===== src/rtl/shifter_pkg.sv =====
// Shared types for the shifter datapath and its arbiter.
package shifter_pkg;

    localparam int unsigned SHIFT_N = 32;

    typedef enum logic [1:0] {
        SHIFT_SLL  = 2'd0,
        SHIFT_SRL  = 2'd1,
        SHIFT_SRA  = 2'd2,
        SHIFT_PASS = 2'd3
    } shift_op_t;

    typedef enum logic {
        ST_EMPTY = 1'b0,
        ST_FULL  = 1'b1
    } arb_state_t;

endpackage


===== src/rtl/rr_arbiter.sv =====
// Combinational round-robin pick: first requester at or above ptr, with wrap.
module rr_arbiter #(
    parameter int unsigned NREQ = 2,
    parameter int unsigned IW   = 1
) (
    input  logic [NREQ-1:0] req,
    input  logic [IW-1:0]   ptr,
    output logic [NREQ-1:0] grant,
    output logic [IW-1:0]   idx,
    output logic            valid
);

    logic [NREQ-1:0] rot;

    // Rotate so the pointer position lands on bit 0, then take the lowest set bit.
    always_comb begin
        rot   = NREQ'({req, req} >> ptr);
        grant = '0;
        idx   = '0;
        valid = 1'b0;
        for (int unsigned k = 0; k < NREQ; k++) begin
            if (!valid && rot[k]) begin
                valid = 1'b1;
                if (32'(ptr) + k >= NREQ) begin
                    idx = IW'(32'(ptr) + k - NREQ);
                end else begin
                    idx = IW'(32'(ptr) + k);
                end
            end
        end
        if (valid) begin
            grant = NREQ'(1) << idx;
        end
    end

endmodule


===== src/rtl/sll.sv =====
// Logical left shift.
module sll #(
    parameter int unsigned N  = 32,
    parameter int unsigned SW = 5
) (
    input  logic [N-1:0]  din,
    input  logic [SW-1:0] shamt,
    output logic [N-1:0]  dout
);

    assign dout = din << shamt;

endmodule


===== src/rtl/sra.sv =====
// Arithmetic right shift, sign fill from the MSB.
module sra #(
    parameter int unsigned N  = 32,
    parameter int unsigned SW = 5
) (
    input  logic [N-1:0]  din,
    input  logic [SW-1:0] shamt,
    output logic [N-1:0]  dout
);

    assign dout = N'($signed(din) >>> shamt);

endmodule


===== src/rtl/srl.sv =====
// Logical right shift, zero fill.
module srl #(
    parameter int unsigned N  = 32,
    parameter int unsigned SW = 5
) (
    input  logic [N-1:0]  din,
    input  logic [SW-1:0] shamt,
    output logic [N-1:0]  dout
);

    assign dout = din >> shamt;

endmodule


===== src/rtl/shift_arbiter.sv =====
// Round-robin shared shifter with a one-entry tagged result register.
// Optional per-requester accept counters: define SHIFT_ARB_STATS_EN.
module shift_arbiter
    import shifter_pkg::*;
#(
    parameter  int unsigned N    = SHIFT_N,
    parameter  int unsigned NREQ = 2,
    localparam int unsigned SW   = $clog2(N),
    localparam int unsigned IW   = (NREQ > 1) ? $clog2(NREQ) : 1
) (
    input  logic               clk,
    input  logic               rst_n,
`ifdef SHIFT_ARB_STATS_EN
    output logic [NREQ*16-1:0] grant_count,
`endif
    input  logic [NREQ-1:0]    req_valid,
    output logic [NREQ-1:0]    req_ready,
    input  logic [NREQ*N-1:0]  req_in,
    input  logic [NREQ*SW-1:0] req_shamt,
    input  logic [NREQ*2-1:0]  req_op,
    output logic               resp_valid,
    input  logic               resp_ready,
    output logic [N-1:0]       resp_out,
    output logic [IW-1:0]      resp_id
);

    arb_state_t      state;
    logic [IW-1:0]   rr_ptr;
    logic [IW-1:0]   gnt_idx;
    logic [NREQ-1:0] gnt_onehot;
    logic            gnt_valid;
    logic            can_accept;
    logic            accept;
    logic [N-1:0]    sel_in;
    logic [SW-1:0]   sel_shamt;
    shift_op_t       sel_op;
    logic [N-1:0]    sll_out;
    logic [N-1:0]    srl_out;
    logic [N-1:0]    sra_out;
    logic [N-1:0]    shift_res;

    rr_arbiter #(.NREQ(NREQ), .IW(IW)) u_arb (
        .req   (req_valid),
        .ptr   (rr_ptr),
        .grant (gnt_onehot),
        .idx   (gnt_idx),
        .valid (gnt_valid)
    );

    // Route the granted requester's payload to the shared datapath.
    always_comb begin
        sel_in    = '0;
        sel_shamt = '0;
        sel_op    = SHIFT_PASS;
        for (int unsigned i = 0; i < NREQ; i++) begin
            if (gnt_idx == IW'(i)) begin
                sel_in    = req_in[i*N +: N];
                sel_shamt = req_shamt[i*SW +: SW];
                sel_op    = shift_op_t'(req_op[i*2 +: 2]);
            end
        end
    end

    sll #(.N(N), .SW(SW)) u_sll (.din(sel_in), .shamt(sel_shamt), .dout(sll_out));
    srl #(.N(N), .SW(SW)) u_srl (.din(sel_in), .shamt(sel_shamt), .dout(srl_out));
    sra #(.N(N), .SW(SW)) u_sra (.din(sel_in), .shamt(sel_shamt), .dout(sra_out));

    // 4:1 result mux; PASS ignores the shift amount.
    always_comb begin
        shift_res = sel_in;
        unique case (sel_op)
            SHIFT_SLL:  shift_res = sll_out;
            SHIFT_SRL:  shift_res = srl_out;
            SHIFT_SRA:  shift_res = sra_out;
            SHIFT_PASS: shift_res = sel_in;
            default:    shift_res = sel_in;
        endcase
    end

    // Accept when the result slot is free or is being drained this cycle.
    always_comb begin
        can_accept = (state == ST_EMPTY) || (resp_valid && resp_ready);
        accept     = can_accept && gnt_valid;
        req_ready  = (rst_n && can_accept) ? gnt_onehot : '0;
    end

    // Result register FSM: load on accept, clear valid on drain-only.
    always_ff @(posedge clk or negedge rst_n) begin
        if (!rst_n) begin
            state      <= ST_EMPTY;
            rr_ptr     <= '0;
            resp_valid <= 1'b0;
            resp_out   <= '0;
            resp_id    <= '0;
        end else begin
            if (accept) begin
                state      <= ST_FULL;
                resp_valid <= 1'b1;
                resp_out   <= shift_res;
                resp_id    <= gnt_idx;
                rr_ptr     <= (gnt_idx == IW'(NREQ - 1)) ? '0 : gnt_idx + IW'(1);
            end else if (state == ST_FULL && resp_ready) begin
                state      <= ST_EMPTY;
                resp_valid <= 1'b0;
            end
        end
    end

`ifdef SHIFT_ARB_STATS_EN
    // Per-requester wrapping accept counters.
    always_ff @(posedge clk or negedge rst_n) begin
        if (!rst_n) begin
            grant_count <= '0;
        end else if (accept) begin
            for (int unsigned i = 0; i < NREQ; i++) begin
                if (gnt_onehot[i]) begin
                    grant_count[i*16 +: 16] <= grant_count[i*16 +: 16] + 16'd1;
                end
            end
        end
    end
`endif

endmodule


===== config.mk =====
export PLATFORM = sky130hd
export DESIGN_NAME = shift_arbiter
export DESIGN_NICKNAME = d
export VERILOG_FILES = /design/src/rtl/shifter_pkg.sv /design/src/rtl/rr_arbiter.sv /design/src/rtl/sll.sv /design/src/rtl/sra.sv /design/src/rtl/srl.sv /design/src/rtl/shift_arbiter.sv
export SDC_FILE = /design/constraint.sdc
export NUM_CORES = 1
export LEC_CHECK = 0
export CAP_MARGIN = 5
export CORE_MARGIN = 2
export CORE_UTILIZATION = 45
export CTS_CLUSTER_SIZE = 25
export DETAILED_ROUTE_END_ITERATION = 7
export PLACE_DENSITY = 0.67
export SETUP_SLACK_MARGIN = 0.02
export SYNTH_ARGS = -nofsm -noshare
export SYNTH_HDL_FRONTEND = slang
export SYNTH_HIERARCHICAL = 1
export SYNTH_SLANG_ARGS = --single-unit

===== constraint.sdc =====
create_clock -name clk -period 4 [get_ports clk]
set_input_delay 0.8 -clock clk [delete_from_list [all_inputs] [get_ports clk]]
set_output_delay 0.8 -clock clk [all_outputs]
set_load 0.03 [all_outputs]

# --- Word level (Yosys, flattened, before mapping) ---
# Cells that the tools add are included.
word_totals:
  regBits: 35
  in_bits: 83
  output_inout_bits: 36
classes:
  n_reduce_logical: 8
  mux: 15
  n_eq_ne: 3
  order_cmp: 2
  shifts: 5
  n_addsub: 4
  n_bitwise: 1
ops:
  columns: ["op", "n"]
  rows:
  - ["32-bit case mux with 4 select lines", 1]
  - ["32-bit 2-to-1 mux", 1]
  - ["32-bit by 5-bit << shifter with 32-bit output", 1]
  - ["32-bit by 5-bit right shift with 32-bit output", 1]
  - ["32-bit by 5-bit >>> shifter with 32-bit output", 1]
  - ["1-bit 2-to-1 mux", 9]
  - ["2-bit 2-to-1 mux", 3]
  - ["5-bit 2-to-1 mux", 1]
  - ["2-bit equality test, second input constant", 2]
  - ["1-bit logical AND", 4]
  - ["4-bit by 1-bit right shift with 2-bit output", 1]
  - ["1-bit by 1-bit adder with 2-bit output, second input constant", 1]
  - ["2-bit by 1-bit equality test with 1-bit output, second input constant", 1]
  - ["1-bit by 2-bit >= comparator with 1-bit output, second input constant", 1]
  - ["2-bit >= comparator, second input constant", 1]
  - ["2-bit logical NOT", 1]
  - ["2-bit nonzero test", 1]
  - ["1-bit by 1-bit << shifter with 2-bit output, first input constant", 1]
  - ["1-bit subtractor, second input constant", 2]
  - ["1-bit adder, second input constant", 1]
  - ["1-bit logical NOT", 1]
  - ["1-bit logical OR", 1]
  - ["1-bit NOT", 1]

# --- Longest topological paths before layout ---
depth:
  depth_word: 8
  ltp_mapped: 15
  mapped_depth_nobuf: 10

# --- Modules after synthesis ---
# The synthesis kept the hierarchy.
modules_own_cells:
  columns: ["module", "n_inst", "seq_area_each_um2", "area_each_um2", "cells_per_inst"]
  rows:
  - ["shift_arbiter", 1, 875.8, 3259.4, 278]
  - ["sra", 1, 0.0, 2349.8, 275]
  - ["sll", 1, 0.0, 1724.2, 176]
  - ["srl", 1, 0.0, 1641.6, 180]
  - ["rr_arbiter", 1, 0.0, 32.5, 5]

# --- Worst setup path after synthesis ---
# Ideal clock, no wire load.
synth_path:
  path_kind: "input-to-reg"
  start: "input req_valid[1]"
  end: "register resp_out[1]"
  cell_stages: 11
  setup_time_ns: 0.143
  path_buffers: 3
  required_time_ns: 3.857
  slack_ns: 0.384
  arrival_ns: 3.473
  cell_sequence: "a21boi_1 > buf_6 > buf_2 > mux2_2 > buf_6 > mux4_2 > mux4_2 > a221o_1 > mux2i_1 > a2bb2oi_2 > o211ai_2"
synth_via:
  elab_chain_len: 8
  word_cells_on_any_way: 19
  classes_between: "3 x eq/ne; 4 x shift; 8 x mux; 4 x reduce/logical"
synth_rtl:
  columns: ["item", "line", "rtl"]
  rows:
  - ["start, declared", "shift_arbiter.sv:16", "input logic [NREQ-1:0] req_valid,"]
  - ["4-bit by 1-bit right shift with 2-bit output (*)", "rr_arbiter.sv:17", "rot = NREQ'({req, req} >> ptr);"]
  - ["1-bit 2-to-1 mux", "rr_arbiter.sv:22", "if (!valid && rot[k]) begin"]
  - ["1-bit logical NOT", "rr_arbiter.sv:22", null]
  - ["1-bit logical AND", "rr_arbiter.sv:22", null]
  - ["1-bit 2-to-1 mux (*)", "rr_arbiter.sv:22", null]
  - ["5-bit 2-to-1 mux (*)", "shift_arbiter.sv:56", "if (gnt_idx == IW'(i)) begin"]
  - ["net sel_shamt[0]", "shift_arbiter.sv:35", "logic [SW-1:0] sel_shamt;"]
  - ["32-bit by 5-bit right shift with 32-bit output (*)", "srl.sv:11", "assign dout = din >> shamt;"]
  - ["net srl_out[1]", "shift_arbiter.sv:38", "logic [N-1:0] srl_out;"]
  - ["32-bit case mux with 4 select lines (*)", "shift_arbiter.sv:71", "unique case (sel_op)"]
  - ["end signal, assigned", "shift_arbiter.sv:99", "resp_out <= shift_res;"]
  - ["end, declared", "shift_arbiter.sv:23", "output logic [N-1:0] resp_out,"]
# Mark *: on every way through the listed nets, which the timed path passes. The rest lies on a longest branch.
# A chain may end at the register's enable or synchronous reset.

# --- Worst setup path in the final report ---
layout_path:
  start: "input req_valid[1]"
  end: "register resp_out[16]"
layout_via:
  elab_chain_len: 8
  word_cells_on_any_way: 19
  classes_between: "3 x eq/ne; 4 x shift; 8 x mux; 4 x reduce/logical"
layout_rtl:
  columns: ["item", "line", "rtl"]
  rows:
  - ["4-bit by 1-bit right shift with 2-bit output (*)", "rr_arbiter.sv:17", null]
  - ["1-bit 2-to-1 mux", "rr_arbiter.sv:22", null]
  - ["1-bit logical NOT", "rr_arbiter.sv:22", null]
  - ["1-bit logical AND", "rr_arbiter.sv:22", null]
  - ["1-bit 2-to-1 mux (*)", "rr_arbiter.sv:22", null]
  - ["net gnt_idx", "shift_arbiter.sv:29", "logic [IW-1:0] gnt_idx;"]
  - ["32-bit 2-to-1 mux (*)", "shift_arbiter.sv:56", null]
  - ["net sel_in[19]", "shift_arbiter.sv:34", "logic [N-1:0] sel_in;"]
  - ["32-bit by 5-bit right shift with 32-bit output (*)", "srl.sv:11", null]
  - ["net srl_out[16]", "shift_arbiter.sv:38", null]
  - ["32-bit case mux with 4 select lines (*)", "shift_arbiter.sv:71", null]
# Marks and branches as above.

==> results.md <==
- Number of placed instances with taps included: 1466
- Count of max-cap constraint violations: 0
- Depth of the worst register-to-register path: 15
- Die span in x: 145 um
- WP data arrival: 4.11 ns
- Count of routing violations after the opening detailed-route iteration: 1270
- Slew of the pin with the lowest slew margin: 0.841 ns
- VDD IR max: 0.000191 V
- CTS sink cnt: 35
- Count of standard-cell rows: 51
- Xor-xnor portion of the synthesized cell area: 0%
- Core region area: 19500 um2
- Count of endpoints failing hold in the final timing report: 0
- Ratio of routed vias to standard cells: 6.80
- Hold Crit Endpoint: resp_out[13]
- Async set or reset register ratio after synthesis: 100%
- Cell type with the largest total area after synthesis: mux4_2
- Yosys cell types: 74
- # port buffers: 118
- Post-layout nets: 1293
- Clock tree from TritonCTS: yes
- Worst reg2reg startpoint: rr_ptr
- Library cell appearing most often on the critical path: buf_4
- GRT Resource Usage Total: 38.5%
- Leakage power figure: 5.16 nW
- Count of inserted antenna diode cells: 0
- Sequential area share after synthesis: 9.72%
- Largest stage delay on the critical path: 0.51 ns
- Share of total power in sequential cells: 11.8%
- Synthesized-area fraction occupied by ao, oa, aoi and oai cells: 24.3%
- Dominant synthesized flop cell: dfrtp_1
- Number of primary I/O pins: 119
- Syn_area_per_cell: 9.85 um2
- Cell Count, Final, Fillers Out: 1476
- Critical path start-end classification: input pin to flip-flop
- Adder-cell area share of the yosys netlist: 0%
- Top cells by area in the synthesized netlist: mux4_2, dfrtp_1, mux2i_1, mux2_2, a2bb2oi_2
- Remaining max-slew budget at the tightest pin: 43.3%
- Maximum number of buffers from clock root to sink: 2
- Category of cells accounting for the largest share of critical-path delay: multiplexers
- Share of layout cells above drive strength 1: 45.6%
- Combined area of all synthesized cells: 9010 um2
- Worst Hold Launch: resp_out[13]
- Wirelength, routed: 41.8 mm
- CP Max Fanout: 14
- Number of antenna violations at the first check in global routing: 0
- Slowest stage cell on the critical path: mux4_2
- Fmax: 253 MHz
- Average wire per standard cell: 28.3 um
- Die Height: 145 um
- Total power: 4.25 mW
- Setup violation total in the final timing report: 0
- Number of levels the H-tree was split into: 2
- Kind of path behind the tightest hold check: flip-flop to flip-flop
- Hold Crit Depth: 2
- Worst R2R End: resp_out[16]
- Post-synthesis net count: 997
- Cell at the root of the clock tree: clkbuf_16
- Post-DRT Antenna Nets: 0
- Worst Hold Slack: 0.486 ns
- Number of register bits inferred by synthesis: 35
- Crit path time final: 3.95 ns
- Power Density: 340 nW/um2
- Critical path, cell by cell: clkdlybuf4s50_1 -> a21boi_4 -> buf_12 -> buf_12 -> mux2_2 -> buf_4 -> mux4_2 -> mux2_2 -> mux2i_2 -> buf_4 -> nor2_1 -> mux2i_1 -> buf_4 -> a2bb2oi_4 -> o211ai_2
- Pre-antenna DRT Iters: 6
- Comb pwr share: 77.6%
- Clk Latency, worst-skew pair: 0.28 ns
- Portion of synthesized cell area occupied by the leading cell type: 19.5%
- Synth-to-Final Area Change: 38.5%
- DPL Wire Length: 33.4 mm
- Capturing element type of the critical path: flip-flop
- Global-route wire length before repair: 62.0 mm
- Net Switching: 1.96 mW
- Run status: complete, no violations
- Synthesized instance count: 914
- RSZ-0062 raised after global routing: true
- Dominant combinational cell family by area after synthesis: multiplexers
- Number of remaining DRC errors: 0
- Internal power consumption: 2.29 mW
- Crit path buf inv count: 6
- Placer's final routability congestion estimate: 1.07
- Total clock buffers created by CTS: 5
- R2R Setup Slk: 0.61 ns
- Maximum number of pins on one net before global-route repair: 62
- Number of enable flip-flop cells after synthesis: 0
- Setup clock skew after layout: 0.00691 ns
- Portion of the clock cycle consumed by the worst path in the final layout: 98.8%
- Clock share of power: 10.6%
- Max-slew violation count: 0
- Final global-route overflow total: 0
- Ys Warns: 6
- Clk pin slew, worst setup/hold paths: 0.06 ns
- Area after DPL: 12200 um2
- Mux contribution to synthesized area: 42.4%
- Final standard cell area without fillers: 12500 um2
- Vias: 10031
- Net Sw Frac: 46.1%
- Initial Utilization: 46.1%
- Critical path required time: 4.16 ns
- Category of the worst setup path launch point: input pin
- Simple-gate area share of the yosys netlist: 15.6%
- Die footprint: 21200 um2
- Vias in the first global route: 9760
cells in the final DEF, fill, tap and decap left out, types with 6 or more instances in the layout:
cell,n
nand2b_1,8
o21ai_0,16
o22ai_1,12
nor2b_1,10
dfrtp_1,35
inv_1,8
mux4_2,78
a211oi_1,11
buf_4,247
o2bb2ai_1,7
and2_1,12
o211ai_2,30
nor3_1,8
a21oi_1,13
a2bb2oi_2,29
mux2_2,66
nand3_1,9
mux4_1,10
a22oi_1,18
buf_12,24
o211ai_1,14
mux2_4,10
and3_1,9
clkdlybuf4s50_1,116
o221ai_1,7
nand3_2,30
nor2_1,61
or2_2,6
nand2_1,101
mux2i_1,82
metrics by stage:
| step | TNS, ns | worst slack (ns) | util [%] |
|---|---|---|---|
| 3_3_place_gp | -4.52 | -0.272 | 62.5 |
| 5_1_grt | -0.0294 | -0.0273 | 63.9 |
| 2_1_floorplan | 0 | 0.384 | - |
| 3_5_place_dp | -4.99 | -0.276 | 62.5 |
| 6_report | 0 | 0.0493 | 63.9 |
| 4_1_cts | 0 | 0.0602 | 63.4 |
Yosys cell counts (5+ instances only):
cell type,count
mux4_2,78
o211ai_2,30
mux2i_1,87
and3_1,9
buf_2,24
o31ai_1,5
nand3_1,9
nor2_1,61
a211o_1,5
mux4_1,10
dfrtp_1,35
buf_6,14
clkbuf_1,37
or2_2,6
buf_12,5
mux2_2,74
a22oi_1,19
nand3_2,30
o32ai_1,5
buf_4,12
inv_1,8
nor3_1,8
and2_1,13
a2bb2oi_2,30
a21oi_1,13
o22ai_1,12
a211oi_1,11
nand2_1,102
nor2b_1,10
o21ai_1,5
o21ai_0,16
o2bb2ai_1,7
nand2b_1,8
o221ai_1,7
o211ai_1,14
final cells by class:
class | instances | area [um2]
multi-input cells | 767 | 7540
fillers | 1668 | 7050
repair buffers | 388 | 3510
flip-flops and latches | 35 | 876
well taps | 265 | 332
clock buffers | 5 | 125
inverters | 13 | 48.8
clock inverters | 3 | 43.8
power groups by stage:
| stage | registers (mW) | clock network [mW] | logic [mW] |
|---|---|---|---|
| final | 0.501 | 0.451 | 3.29 |
| after global routing | 0.509 | 0.469 | 3.41 |
| after CTS | 0.499 | 0.452 | 3.17 |
| after detailed placement | 0.503 | 0 | 3.16 |
| after global placement | 0.501 | 0 | 3.16 |
| after floorplan | 0.660 | 0 | 1.64 |
routing by layer:
layer  share of wire, %  vias to the layer above  global-route usage, %
met4                5.0                        0                   15.3
met5                  0                        -                      0
met2                 44                      696                   58.6
met3                 12                      117                   10.5
li1                   -                     4253                      -
met1                 40                     4965                   52.2
registers in the layout (all words and copies together), names as in the netlist:
signal / cells
state: 1
resp_out: 32
rr_ptr: 1
resp_id: 1
worst max-delay path by stage:
stage | slack, ns | from | end | cells past startpoint
after floorplan | 0.38 | req_valid[1] | resp_out[1] | 11
after global placement | -0.27 | req_valid[1] | resp_out[2] | 13
after detailed placement | -0.28 | req_valid[1] | resp_out[16] | 14
after CTS | 0.06 | req_valid[1] | resp_out[16] | 15
after global routing | -0.03 | req_valid[1] | resp_out[1] | 13
final | 0.05 | req_valid[1] | resp_out[16] | 15
cells by family after synthesis:
group,after synthesis
buf+inv,112
compound gates,238
flops,35
simple gates,273
mux,256
worst reg2reg max path: cells and delay by family, from the launching register on:
kind | cells | cell delay, ns
mux | 5 | 1.62
flops | 1 | 0.37
buf+inv | 6 | 0.83
simple gates | 1 | 0.04
compound gates | 3 | 0.42
timing repair:
action,in CTS,in global routing
gates resized for setup,0,17
pin swaps,0,1
setup buffers,1,1
endpoints found under the setup margin,1,10
hold buffers,0,0
No activity file was read; power rests on OpenSTA's default activity.
